### config.mk
export PLATFORM = sky130hd
export DESIGN_NAME = muldiv_ctrl
export DESIGN_NICKNAME = d
export VERILOG_FILES = /design/src/rtl/muldiv_pkg.sv /design/src/rtl/muldiv_core.sv /design/src/rtl/muldiv_ctrl.sv
export SDC_FILE = /design/constraint.sdc
export NUM_CORES = 1
export LEC_CHECK = 0
export BUFFER_PORTS_ARGS = -buffer_cell sky130_fd_sc_hd__buf_2
export CELL_PAD_IN_SITES_DETAIL_PLACEMENT = 1
export CELL_PAD_IN_SITES_GLOBAL_PLACEMENT = 1
export CORE_MARGIN = 5
export CORE_UTILIZATION = 46
export DETAILED_ROUTE_END_ITERATION = 16
export PLACE_DENSITY = 0.88
export SYNTH_ARGS = -nofsm -noshare
export SYNTH_HDL_FRONTEND = slang
export SYNTH_SLANG_ARGS = --single-unit
export TNS_END_PERCENT = 20
### constraint.sdc
create_clock -name clk -period 5.55 [get_ports clk]
set_clock_uncertainty 0.1 [all_clocks]
set_input_delay 0.8325 -clock clk [delete_from_list [all_inputs] [get_ports clk]]
set_output_delay 0.8325 -clock clk [all_outputs]
set_load 0.05 [all_outputs]
### src/rtl/muldiv_pkg.sv
// Shared types and constants for the iterative signed multiply/divide unit.
// The state enum, op encodings and iteration count live here so the FSM and datapath agree.
package muldiv_pkg;

  localparam int unsigned ITER  = 32;
  localparam int unsigned CNT_W = $clog2(ITER);

  localparam logic OP_MULT = 1'b0;
  localparam logic OP_DIV  = 1'b1;

  typedef enum logic [2:0] {
    StIdle,
    StMult,
    StDiv,
    StFix,
    StDone
  } state_t;

  // Two's-complement magnitude; 0x80000000 maps to itself, which is correct when read unsigned.
  function automatic logic [31:0] mag32(input logic [31:0] x);
    return x[31] ? (~x + 32'd1) : x;
  endfunction

endpackage

### src/rtl/muldiv_core.sv
// Iterative datapath: radix-2 Booth multiply and restoring divide on shared shift registers.
// The FSM in muldiv_ctrl drives init (load operands) and step (one iteration).
module muldiv_core
  import muldiv_pkg::*;
(
  input  logic        clk,
  input  logic        rst_n,
  input  logic        init,
  input  logic        step,
  input  logic        op,
  input  logic [31:0] a,
  input  logic [31:0] b,
  output logic [31:0] res_hi,
  output logic [31:0] res_lo
);

  // acc is 33 bits so Booth can subtract -2^31 without losing the sign.
  logic [32:0] acc_q, acc_d;
  logic [31:0] q_q, q_d;
  logic        qm1_q, qm1_d;
  logic [32:0] m_q;
  logic        op_q;
  logic        qneg_q;
  logic        rneg_q;

  logic [32:0] booth_sum;
  logic [32:0] shifted;
  logic [32:0] diff;

  always_comb begin
    acc_d     = acc_q;
    q_d       = q_q;
    qm1_d     = qm1_q;
    booth_sum = acc_q;
    shifted   = {acc_q[31:0], q_q[31]};
    diff      = shifted - m_q;
    if (op_q == OP_MULT) begin
      case ({q_q[0], qm1_q})
        2'b10:   booth_sum = acc_q - m_q;
        2'b01:   booth_sum = acc_q + m_q;
        default: booth_sum = acc_q;
      endcase
      acc_d = {booth_sum[32], booth_sum[32:1]};
      q_d   = {booth_sum[0], q_q[31:1]};
      qm1_d = q_q[0];
    end else begin
      if (shifted >= m_q) begin
        acc_d = diff;
        q_d   = {q_q[30:0], 1'b1};
      end else begin
        acc_d = shifted;
        q_d   = {q_q[30:0], 1'b0};
      end
    end
  end

  always_ff @(posedge clk or negedge rst_n) begin
    if (!rst_n) begin
      acc_q  <= '0;
      q_q    <= '0;
      qm1_q  <= 1'b0;
      m_q    <= '0;
      op_q   <= OP_MULT;
      qneg_q <= 1'b0;
      rneg_q <= 1'b0;
    end else if (init) begin
      op_q  <= op;
      acc_q <= '0;
      qm1_q <= 1'b0;
      if (op == OP_MULT) begin
        q_q    <= a;
        m_q    <= {b[31], b};
        qneg_q <= 1'b0;
        rneg_q <= 1'b0;
      end else begin
        q_q    <= mag32(a);
        m_q    <= {1'b0, mag32(b)};
        qneg_q <= a[31] ^ b[31];
        rneg_q <= a[31];
      end
    end else if (step) begin
      acc_q <= acc_d;
      q_q   <= q_d;
      qm1_q <= qm1_d;
    end
  end

  // Sign correction for divide; sampled by the FSM during FIX.
  always_comb begin
    res_hi = acc_q[31:0];
    res_lo = q_q;
    if (op_q == OP_DIV) begin
      if (rneg_q) res_hi = ~acc_q[31:0] + 32'd1;
      if (qneg_q) res_lo = ~q_q + 32'd1;
    end
  end

endmodule

### src/rtl/muldiv_ctrl.sv
// Control FSM for the iterative signed multiply/divide unit.
// Sequences IDLE -> MULT/DIV (32 steps) -> FIX -> DONE and holds hi/lo between results.
module muldiv_ctrl
  import muldiv_pkg::*;
(
  input  logic        clk,
  input  logic        rst_n,
  input  logic        start,
  input  logic        op,
  input  logic [31:0] a,
  input  logic [31:0] b,
  output logic        busy,
  output logic        done,
  output logic        div_zero,
  output logic [31:0] hi,
  output logic [31:0] lo
);

  localparam logic [CNT_W-1:0] LastIter = CNT_W'(ITER - 1);

  state_t           state_q, state_d;
  logic [CNT_W-1:0] cnt_q, cnt_d;
  logic             dz_q, dz_d;
  logic [31:0]      hi_q, lo_q;
  logic             core_init;
  logic             core_step;
  logic [31:0]      res_hi;
  logic [31:0]      res_lo;

  muldiv_core u_core (
    .clk    (clk),
    .rst_n  (rst_n),
    .init   (core_init),
    .step   (core_step),
    .op     (op),
    .a      (a),
    .b      (b),
    .res_hi (res_hi),
    .res_lo (res_lo)
  );

  always_comb begin
    state_d   = state_q;
    cnt_d     = cnt_q;
    dz_d      = dz_q;
    core_init = 1'b0;
    core_step = 1'b0;
    unique case (state_q)
      StIdle: begin
        if (start) begin
          core_init = 1'b1;
          cnt_d     = '0;
          if (op == OP_DIV) begin
            // Divide by zero skips the datapath entirely.
            if (b == 32'd0) begin
              state_d = StDone;
              dz_d    = 1'b1;
            end else begin
              state_d = StDiv;
              dz_d    = 1'b0;
            end
          end else begin
            state_d = StMult;
            dz_d    = 1'b0;
          end
        end
      end
      StMult, StDiv: begin
        core_step = 1'b1;
        if (cnt_q == LastIter) begin
          cnt_d   = '0;
          state_d = StFix;
        end else begin
          cnt_d = cnt_q + CNT_W'(1);
        end
      end
      StFix: state_d = StDone;
      StDone: begin
        state_d = StIdle;
        dz_d    = 1'b0;
      end
      default: state_d = StIdle;
    endcase
  end

  always_ff @(posedge clk or negedge rst_n) begin
    if (!rst_n) begin
      state_q <= StIdle;
      cnt_q   <= '0;
      dz_q    <= 1'b0;
      hi_q    <= '0;
      lo_q    <= '0;
    end else begin
      state_q <= state_d;
      cnt_q   <= cnt_d;
      dz_q    <= dz_d;
      if (state_q == StFix) begin
        hi_q <= res_hi;
        lo_q <= res_lo;
      end
    end
  end

  assign busy     = (state_q != StIdle);
  assign done     = (state_q == StDone);
  assign div_zero = (state_q == StDone) && dz_q;
  assign hi       = hi_q;
  assign lo       = lo_q;

endmodule

# --- Word-level counts from Yosys, hierarchy flattened ---
# Cells that the tools add are included.
totals:
  register_bits: 175
  input_bits: 68
  output_inout_bits: 67
  word_cells: 85
classes:
  n_addsub: 8
  magnitude_cmp: 1
  eq_ne: 10
  mux: 37
  bitwise_logic: 5
  reduce_logical: 12
ops:
  columns: ["op", "n"]
  rows:
  - ["32-bit two-way mux", 10]
  - ["33-bit two-way mux", 5]
  - ["32-bit by 1-bit adder with 32-bit output (second input constant)", 4]
  - ["32-bit NOT", 4]
  - ["33-bit case mux with 2 select lines", 1]
  - ["33-bit subtractor", 2]
  - ["33-bit adder", 1]
  - ["33-bit >= comparator", 1]
  - ["32-bit logical NOT", 1]
  - ["1-bit two-way mux", 12]
  - ["3-bit two-way mux", 4]
  - ["5-bit two-way mux", 2]
  - ["5-bit case mux with 2 select lines", 1]
  - ["3-bit case mux with 3 select lines", 1]
  - ["2-bit AND reduction", 4]
  - ["3-bit by 2-bit == test with 1-bit output (second input constant)", 2]
  - ["2-bit != test (second input constant)", 3]
  - ["2-bit nonzero test", 3]
  - ["5-bit by 1-bit adder with 5-bit output (second input constant)", 1]
  - ["5-bit == test (second input constant)", 1]
  - ["3-bit by 1-bit == test with 1-bit output (second input constant)", 1]
  - ["3-bit == test (second input constant)", 1]
  - ["3-bit logical NOT", 1]
  - ["3-bit nonzero test", 1]
  - ["other kinds (6)", 6]

# --- Longest topological paths before layout ---
# Gate-level depths: netlist of the first run.
depth:
  depth_word: 5
  depth_mapped: 19
  depth_no_buf: 18

# --- Modules after synthesis ---
# From an unflattened synthesis of the first run, not the netlist that was laid out.
unflattened:
  cells_unflattened: 1815
  hier_area_um2: 15164.5
modules_own_cells:
  columns: ["mod", "n_inst", "cells_per_inst", "area_per_inst_um2", "seq_area_each_um2"]
  rows:
  - ["muldiv_core", 1, 1620, 11984.0, 2552.4]
  - ["muldiv_ctrl", 1, 195, 3180.6, 1826.8]

# --- Worst setup path after synthesis of the first run ---
# No wires, ideal clock.
synth_path:
  path_kind: "register to register"
  from: "register u_core.m_q[6]"
  to: "register u_core.acc_q[32]"
  setup_time_ns: 0.087
  arrival_time_ns: 3.724
  slack_ns: 1.640
  stages_incl_launch_ff: 17
  synth_period_minus_slack_ns: 3.910
  cell_sequence: "dfrtp_1 > nor4_1 > and2_1 > nand2_1 > nor3_1 > a21oi_1 > xnor2_1 > ha_1 > nand4_1 > or4_1 > o21ai_1 > o211ai_1 > a211oi_2 > mux2i_1 > and3_1 > o21ai_1 > o211ai_1"
synth_between:
  elab_chain_len: 5
  elab_cells_between_ends: 9
  cone_classes: "3 x add/sub; 1 x order compare; 5 x mux"
synth_lines:
  columns: ["element", "line", "rtl"]
  rows:
  - ["from (decl)", "muldiv_core.sv:21", "logic [32:0] m_q;"]
  - ["from (signal assigned)", "muldiv_core.sv:72", "m_q <= {b[31], b};"]
  - ["from (signal assigned)", "muldiv_core.sv:77", "m_q <= {1'b0, mag32(b)};"]
  - ["33-bit adder, or another cell as far along", "muldiv_core.sv:40", "2'b01: booth_sum = acc_q + m_q;"]
  - ["33-bit case mux with 2 select lines or 33-bit two-way mux (tied branches)", "muldiv_core.sv:38, muldiv_core.sv:47", null]
  - ["33-bit two-way mux (*)", "muldiv_core.sv:37", "if (op_q == OP_MULT) begin"]
  - ["33-bit two-way mux (*)", "muldiv_core.sv:81", "end else if (step) begin"]
  - ["33-bit two-way mux (*)", "muldiv_core.sv:66", "end else if (init) begin"]
  - ["to (signal assigned)", "muldiv_core.sv:59", "acc_q <= '0;"]
  - ["to (signal assigned)", "muldiv_core.sv:68", "acc_q <= '0;"]
  - ["to (signal assigned)", "muldiv_core.sv:82", "acc_q <= acc_d;"]
  - ["to (decl)", "muldiv_core.sv:18", "logic [32:0] acc_q, acc_d;"]
# Mark *: on every way between the ends. The rest lies on a longest branch, timed or not. The select of a mux whose other input is x is not followed.
# A chain may end at the register's enable or synchronous reset.

# --- Final worst setup path of the first run ---
layout_path:
  from: "register u_core.m_q[6]"
  to: "register u_core.acc_q[31]"
# The elaborated chain is that of the path after synthesis.

==> results of run 1 <==
## synthesized netlist by cell type (all sizes together) (30+ instances only)
cell / number
nor3: 38
a21o: 30
o211ai: 64
o21ai: 227
nor2: 100
mux2i: 43
xnor2: 126
nand3: 32
a21oi: 128
xor2: 76
inv: 74
dfrtp: 175
nand2: 256
clkbuf: 98
ha: 74
## metrics by stage
| stage | hold slack, ps | util | area (µm²) |
|---|---|---|---|
| after floorplan | 339 | - | 14600 |
| after global placement | 355 | 0.493 | 15500 |
| after detailed placement | 364 | 0.493 | 15500 |
| after CTS | 305 | 0.512 | 16100 |
| after global routing | 322 | 0.512 | 16100 |
| final | 268 | 0.512 | 16100 |
## flip-flops by register name, indices dropped and copies added, names as in the netlist
signal / flops
u_core.qneg_q: 1
u_core.qm1_q: 1
lo: 32
u_core.op_q: 1
u_core.q_q: 32
state_q: 3
u_core.rneg_q: 1
cnt_q: 5
hi: 32
dz_q: 1
u_core.m_q: 33
u_core.acc_q: 33
## area by class of cell
type / count / area [µm²] / area share
sequential: 175 / 4380 / 0.272
clock buffer: 19 / 453 / 0.0281
clock inverter: 13 / 144 / 0.00893
tap: 402 / 503 / 0.0312
inverter: 74 / 278 / 0.0172
multi-input combinational: 1462 / 9520 / 0.591
timing repair buffer: 154 / 827 / 0.0513
## worst max-delay path: stages (launching register included)
cell,delay (ps)
sky130_fd_sc_hd__dfrtp_1,420
sky130_fd_sc_hd__nor4_1,470
sky130_fd_sc_hd__and2_1,260
sky130_fd_sc_hd__nand2_1,90
sky130_fd_sc_hd__nor3_1,340
sky130_fd_sc_hd__a21oi_1,150
sky130_fd_sc_hd__xnor2_1,170
sky130_fd_sc_hd__ha_1,390
sky130_fd_sc_hd__nand4_1,180
sky130_fd_sc_hd__or4_1,550
sky130_fd_sc_hd__o21ai_1,290
sky130_fd_sc_hd__o211ai_1,220
sky130_fd_sc_hd__a211oi_2,310
sky130_fd_sc_hd__mux2i_1,350
sky130_fd_sc_hd__nand2_1,120
sky130_fd_sc_hd__xnor2_1,150
sky130_fd_sc_hd__o21ai_1,70
## cells by family (layout without fill, tap and decap cells)
logic type,after synthesis,after routing
DFF,175,175
xor gates and xnor gates,202,202
buffers and inverters,190,260
muxes,44,44
AOI/OAI and AO/OA,599,599
and+or+nand+nor,541,541
adders and majority gates,76,76
## how the worst min path moves through the flow
stage,from,endpoint,slack [ps],cells after the start
2_1_floorplan,cnt_q[3],cnt_q[3],340,1
6_report,rst_n,u_core.q_q[24],270,1
3_5_place_dp,hi[2],hi[2],360,2
3_3_place_gp,hi[16],hi[16],360,2
4_1_cts,rst_n,u_core.q_q[24],310,1
5_1_grt,rst_n,u_core.q_q[24],320,1
## layer usage
metal  GRT usage  routed length (µm)
met5           0                   0
met4      0.0653                 920
met3      0.0522                3620
met2       0.443               22600
met1       0.382               22400
==> out/results.ini, run 1 <==
[placed_design]
place_hpwl_um = 37500
dp.cells = 2267
post-place-ws_ps = 926
gp_routability_congestion = 0.960
io_buffer_count = 134

[floorplanning]
core_area_mm2 = 0.0315
die_area_mm2 = 0.0355
floorplan.die.width_um = 188
dieHeight_um = 188
initial_utilization = 0.465
pin_count = 135
total_number_of_placement_rows = 65

[yosys]
syn-mean-instance-area_um2 = 8.02
post-synth-top-area-fraction = 0.299
fraction_of_synthesis_flops_using_an_asynchronous_set_or_reset_pin = 1.00
syn_area_mm2 = 0.0146
synth_top_family_by_area = compound AO/OA/AOI/OAI gates
yosysTopAreaCell = sky130_fd_sc_hd__dfrtp_1
syn_nets = 1971
yosys_most_used_dff = sky130_fd_sc_hd__dfrtp_1
share_of_the_synthesized_area_in_compound_gates_ao_oa_aoi_oai = 0.258
synth_fa_ha_area_frac = 0.0659
synthTopCellsByArea = sky130_fd_sc_hd__dfrtp_1, sky130_fd_sc_hd__xnor2_1, sky130_fd_sc_hd__o21ai_0
netlist-cell-type-count = 80
synth_enable_flop_cells = 0
cell_count_after_synthesis = 1827
yosys.area_share.simple = 0.174
ys_ff_latch = 175
synth-warning-count = 0
yosysSeqAreaShare = 0.299
synth_mux_area_frac = 0.0302
xor_xnor_portion_of_the_synthesized_cell_area = 0.121

[route]
detail-route-antenna-nets = 0
initialDrtViolationCount = 920
via_count_of_the_routed_design = 14200
first_pass_iters = 8
wl_um = 49500
route.detailed.vias_per_inst = 6.20
routed_len_inst_um = 21.5
remaining_drc_errors = 0

[cells_and_area]
top_library_cells_by_usage_in_the_layout_fill_and_taps_aside = sky130_fd_sc_hd__nand2_1, sky130_fd_sc_hd__o21ai_0, sky130_fd_sc_hd__dfrtp_1
n_fill_cell = 3862
finish.cell_count_without_fillers = 2299
layout-drive-gt1-share = 0.119
antenna_cells = 0
layout_commonest_cell = sky130_fd_sc_hd__nand2_1
area_growth_syn_to_layout_pct = 9.97
fin_nets = 2028

[grt]
grt_max_degree = 102
via_count_of_the_first_global_routing_pass = 14600
grt.total_usage = 0.274
overflow = 0
grt_pass1_wl_um = 79400
antenna_found_initial = 0

[sta]
post-route-min-period_ps = 4760
slew_viol_final = 0
number_of_hold_violations_in_the_final_report = 0
clock.fmax_mhz = 210
layout_setup_ws_ps = 788
tns_ps = 0
max_slew_margin = 0.232
unrepaired_setup_endpoints_after_global_routing = false
final_period_util = 0.858
slew_worst_pin_ps = 1150
report.final.setup_viol = 0

[clock_network]
root_buffer = sky130_fd_sc_hd__clkbuf_16
cts-buffers-inserted = 17
clk_pin_slew_ps = 80
tritoncts = done
cts.sinks = 175
post_cts.repair.setup_buffers = 0
cts_hold_fix_bufs = 0
clkLatencyLatePin_ps = 450
cts.htree.levels = 4
cts_resized = 0
clock_path_buffers = 2

[run]
number_of_violations_of_the_max_capacitance_limit = 0

[setup_path]
r2r-end = u_core.acc_q[31]
critPathMaxFanout = 6
worstSetupStartpointType = register
setup.reg_to_reg.worst_slack_ps = 790
crit_end = u_core.acc_q[31]
worst_r2r_path_depth = 16
worst_ep_arrival_time_ps = 5000
worst-endpoint-required_ps = 5790
worstSetupStartpoint = u_core.m_q[6]
crit_type = reg -> reg
critical_path.reg2reg.startpoint = u_core.m_q[6]
worst_setup_path_end_kind = register

[run_status]
outcome = finished clean

[hold_path]
hold_class = in -> async

Power of run 1 is left out: the tool's default activity adds up to more than one toggle a clock period on the data nets, which glitch-free logic cannot reach.
==> inputs of run 2 (changes only) <==
--- a/config.mk
+++ b/config.mk
@@ -11,7 +11,8 @@
 export CORE_MARGIN = 5
 export CORE_UTILIZATION = 46
 export DETAILED_ROUTE_END_ITERATION = 16
-export PLACE_DENSITY = 0.88
+export GPL_TIMING_DRIVEN = 0
+export PLACE_DENSITY_LB_ADDON = 0.3
 export SYNTH_ARGS = -nofsm -noshare
 export SYNTH_HDL_FRONTEND = slang
 export SYNTH_SLANG_ARGS = --single-unit
==> run 2 against run 1 <==
  * Cell count rose by 4.2%
  * Cell area rose by 2.2%
  * Die area did not move
  * Via count rose by 2.8%
  * Worst hold slack got worse by 3.6 ps
  * Global-route usage rose by 2.9 points
  * First-iteration DRC count rose by 12%
==> out/results.ini, run 2 (synthesis results as in run 1) <==
[cells_and_area]
area_growth_syn_to_layout_pct = 12.4  ; was 9.97%
multiInputGateArea_mm2 = 0.00950  ; was 0.00952 mm²
fin_nets = 2124  ; was 2028
antenna_cells = 0  ; unchanged
layout-drive-gt1-share = 0.109  ; was 0.119
reg.largest.list = u_core.acc_q (33), u_core.m_q (33)  ; unchanged
final_core_utilization = 0.523  ; was 0.512
n_fill_cell = 3948  ; was 3862
layout_commonest_cell = sky130_fd_sc_hd__nand2_1  ; unchanged
finish.cell_count_without_fillers = 2395  ; was 2299
layout.area.seq_mm2 = 0.00438  ; about the same
top_library_cells_by_usage_in_the_layout_fill_and_taps_aside = sky130_fd_sc_hd__nand2_1, sky130_fd_sc_hd__o21ai_0, sky130_fd_sc_hd__dfrtp_1  ; unchanged

[floorplanning]
die_area_mm2 = 0.0355  ; unchanged
core_area_mm2 = 0.0315  ; unchanged
dieHeight_um = 188  ; unchanged
floorplan.die.width_um = 188  ; unchanged
total_number_of_placement_rows = 65  ; unchanged
pin_count = 135  ; unchanged
initial_utilization = 0.465  ; unchanged

[route]
wl_um = 54100  ; was 49500 µm
remaining_drc_errors = 0  ; unchanged
via_count_of_the_routed_design = 14600  ; was 14200
initialDrtViolationCount = 1028  ; was 920
first_pass_iters = 5  ; was 8
detail-route-antenna-nets = 0  ; unchanged
route.detailed.vias_per_inst = 6.11  ; was 6.20
routed_len_inst_um = 22.6  ; was 21.5 µm

[clock_network]
clock_path_buffers = 2  ; unchanged
cts.sinks = 175  ; unchanged
post_cts.repair.setup_buffers = 0  ; unchanged
clk_pin_slew_ps = 80  ; about the same
clkLatencyLatePin_ps = 460  ; was 450 ps
cts.htree.levels = 4  ; unchanged
cts-buffers-inserted = 17  ; unchanged
root_buffer = sky130_fd_sc_hd__clkbuf_16  ; unchanged
tritoncts = done  ; unchanged

[setup_path]
crit_type = reg -> reg  ; unchanged
critical_path.n_buffers_inverters = 0  ; unchanged
worst_path_largest_cell_delay_ps = 560  ; was 550 ps
worst_setup_path_end_kind = register  ; unchanged
crit_path_max_delay_family = simple AND/OR/NAND/NOR gates  ; unchanged
critical_path.reg2reg.startpoint = u_core.m_q[6]  ; unchanged
worst_r2r_path_depth = 16  ; unchanged
critPathMaxFanout = 6  ; unchanged
worstSetupStartpointType = register  ; unchanged
timing.critical_path.slowest_stage_cell = sky130_fd_sc_hd__nor4_2  ; was sky130_fd_sc_hd__or4_1
worst_ep_arrival_time_ps = 5500  ; was 5000 ps
setup.reg_to_reg.worst_slack_ps = 330  ; was 790 ps
critical_path.cell_chain = nor4_2 -> and2_1 -> nand2_1 -> nor3_1 -> a21oi_1 -> xnor2_1 -> ha_1 -> nand4_1 -> or4_1 -> o21ai_1 -> o211ai_1 -> a211oi_2 -> mux2i_1 -> and3_1 -> o21ai_1 -> o211ai_1  ; was nor4_1 -> and2_1 -> nand2_1 -> nor3_1 -> a21oi_1 -> xnor2_1 -> ha_1 -> nand4_1 -> or4_1 -> o21ai_1 -> o211ai_1 -> a211oi_2 -> mux2i_1 -> nand2_1 -> xnor2_1 -> o21ai_1
worst-endpoint-required_ps = 5830  ; was 5790 ps
r2r-end = u_core.acc_q[32]  ; was u_core.acc_q[31]

[run]
number_of_violations_of_the_max_capacitance_limit = 0  ; unchanged

[grt]
grt_pass1_wl_um = 85600  ; was 79400 µm
antenna_found_initial = 0  ; unchanged
via_count_of_the_first_global_routing_pass = 15100  ; was 14600
overflow = 0  ; unchanged
grt.total_usage = 0.303  ; was 0.274
grt_max_degree = 94  ; was 102

[sta]
number_of_hold_violations_in_the_final_report = 0  ; unchanged
clock.fmax_mhz = 191  ; was 210 MHz
unrepaired_setup_endpoints_after_global_routing = false  ; unchanged
slew_viol_final = 0  ; unchanged
layout_setup_ws_ps = 327  ; was 788 ps
max_slew_margin = 0.293  ; was 0.232
report.final.setup_viol = 0  ; unchanged
slew_worst_pin_ps = 1050  ; was 1150 ps
final_period_util = 0.941  ; was 0.858
tns_ps = 0  ; unchanged
post-route-min-period_ps = 5220  ; was 4760 ps

[placed_design]
gp_routability_congestion = 0.923  ; was 0.960
place_hpwl_um = 42600  ; was 37500 µm
post-place-ws_ps = 219  ; was 926 ps
dp.cells = 2363  ; was 2267
io_buffer_count = 133  ; was 134

[run_status]
outcome = finished clean  ; unchanged

[hold_path]
hold_class = in -> async  ; unchanged

## run 2: routing by layer
layer  global-route usage  share of wire  up-vias
met5                    0              0        -
met4               0.0855          0.024        0
met3               0.0585          0.072       89
met2                0.480           0.45      499
met1                0.424           0.45     7205
li1                     -              -     6849
## run 2: repair_timing
action	CTS	global route
hold buffers	0	0
gates resized for setup	0	1
endpoints found under the setup margin	0	2
## run 2: cell type report
class / instances / area share
multi-input combinational: 1462 / 0.577
sequential: 175 / 0.266
inverter: 74 / 0.0169
clock inverter: 14 / 0.0101
timing repair buffer: 134 / 0.0427
buffer: 116 / 0.0300
clock buffer: 18 / 0.0267
tap: 402 / 0.0305
## run 2: worst max-delay path by stage
stage / from / to / slack [ps] / cells after the start
6_report: u_core.m_q[6] / u_core.acc_q[32] / 330 / 16
5_1_grt: u_core.m_q[6] / u_core.acc_q[32] / 110 / 16
4_1_cts: u_core.m_q[6] / u_core.acc_q[32] / 190 / 16
3_5_place_dp: u_core.m_q[6] / u_core.acc_q[32] / 220 / 16
3_3_place_gp: u_core.m_q[6] / u_core.acc_q[32] / 240 / 16
2_1_floorplan: u_core.m_q[6] / u_core.acc_q[32] / 1640 / 16
## run 2: through the flow
step | hold slack [ps] | cell area, µm²
floorplan | 339 | 14600
global placement | 357 | 15800
detailed placement | 365 | 15900
CTS | 286 | 16500
global route | 302 | 16500
finish | 265 | 16500
Power of run 2 is left out for the same reason.
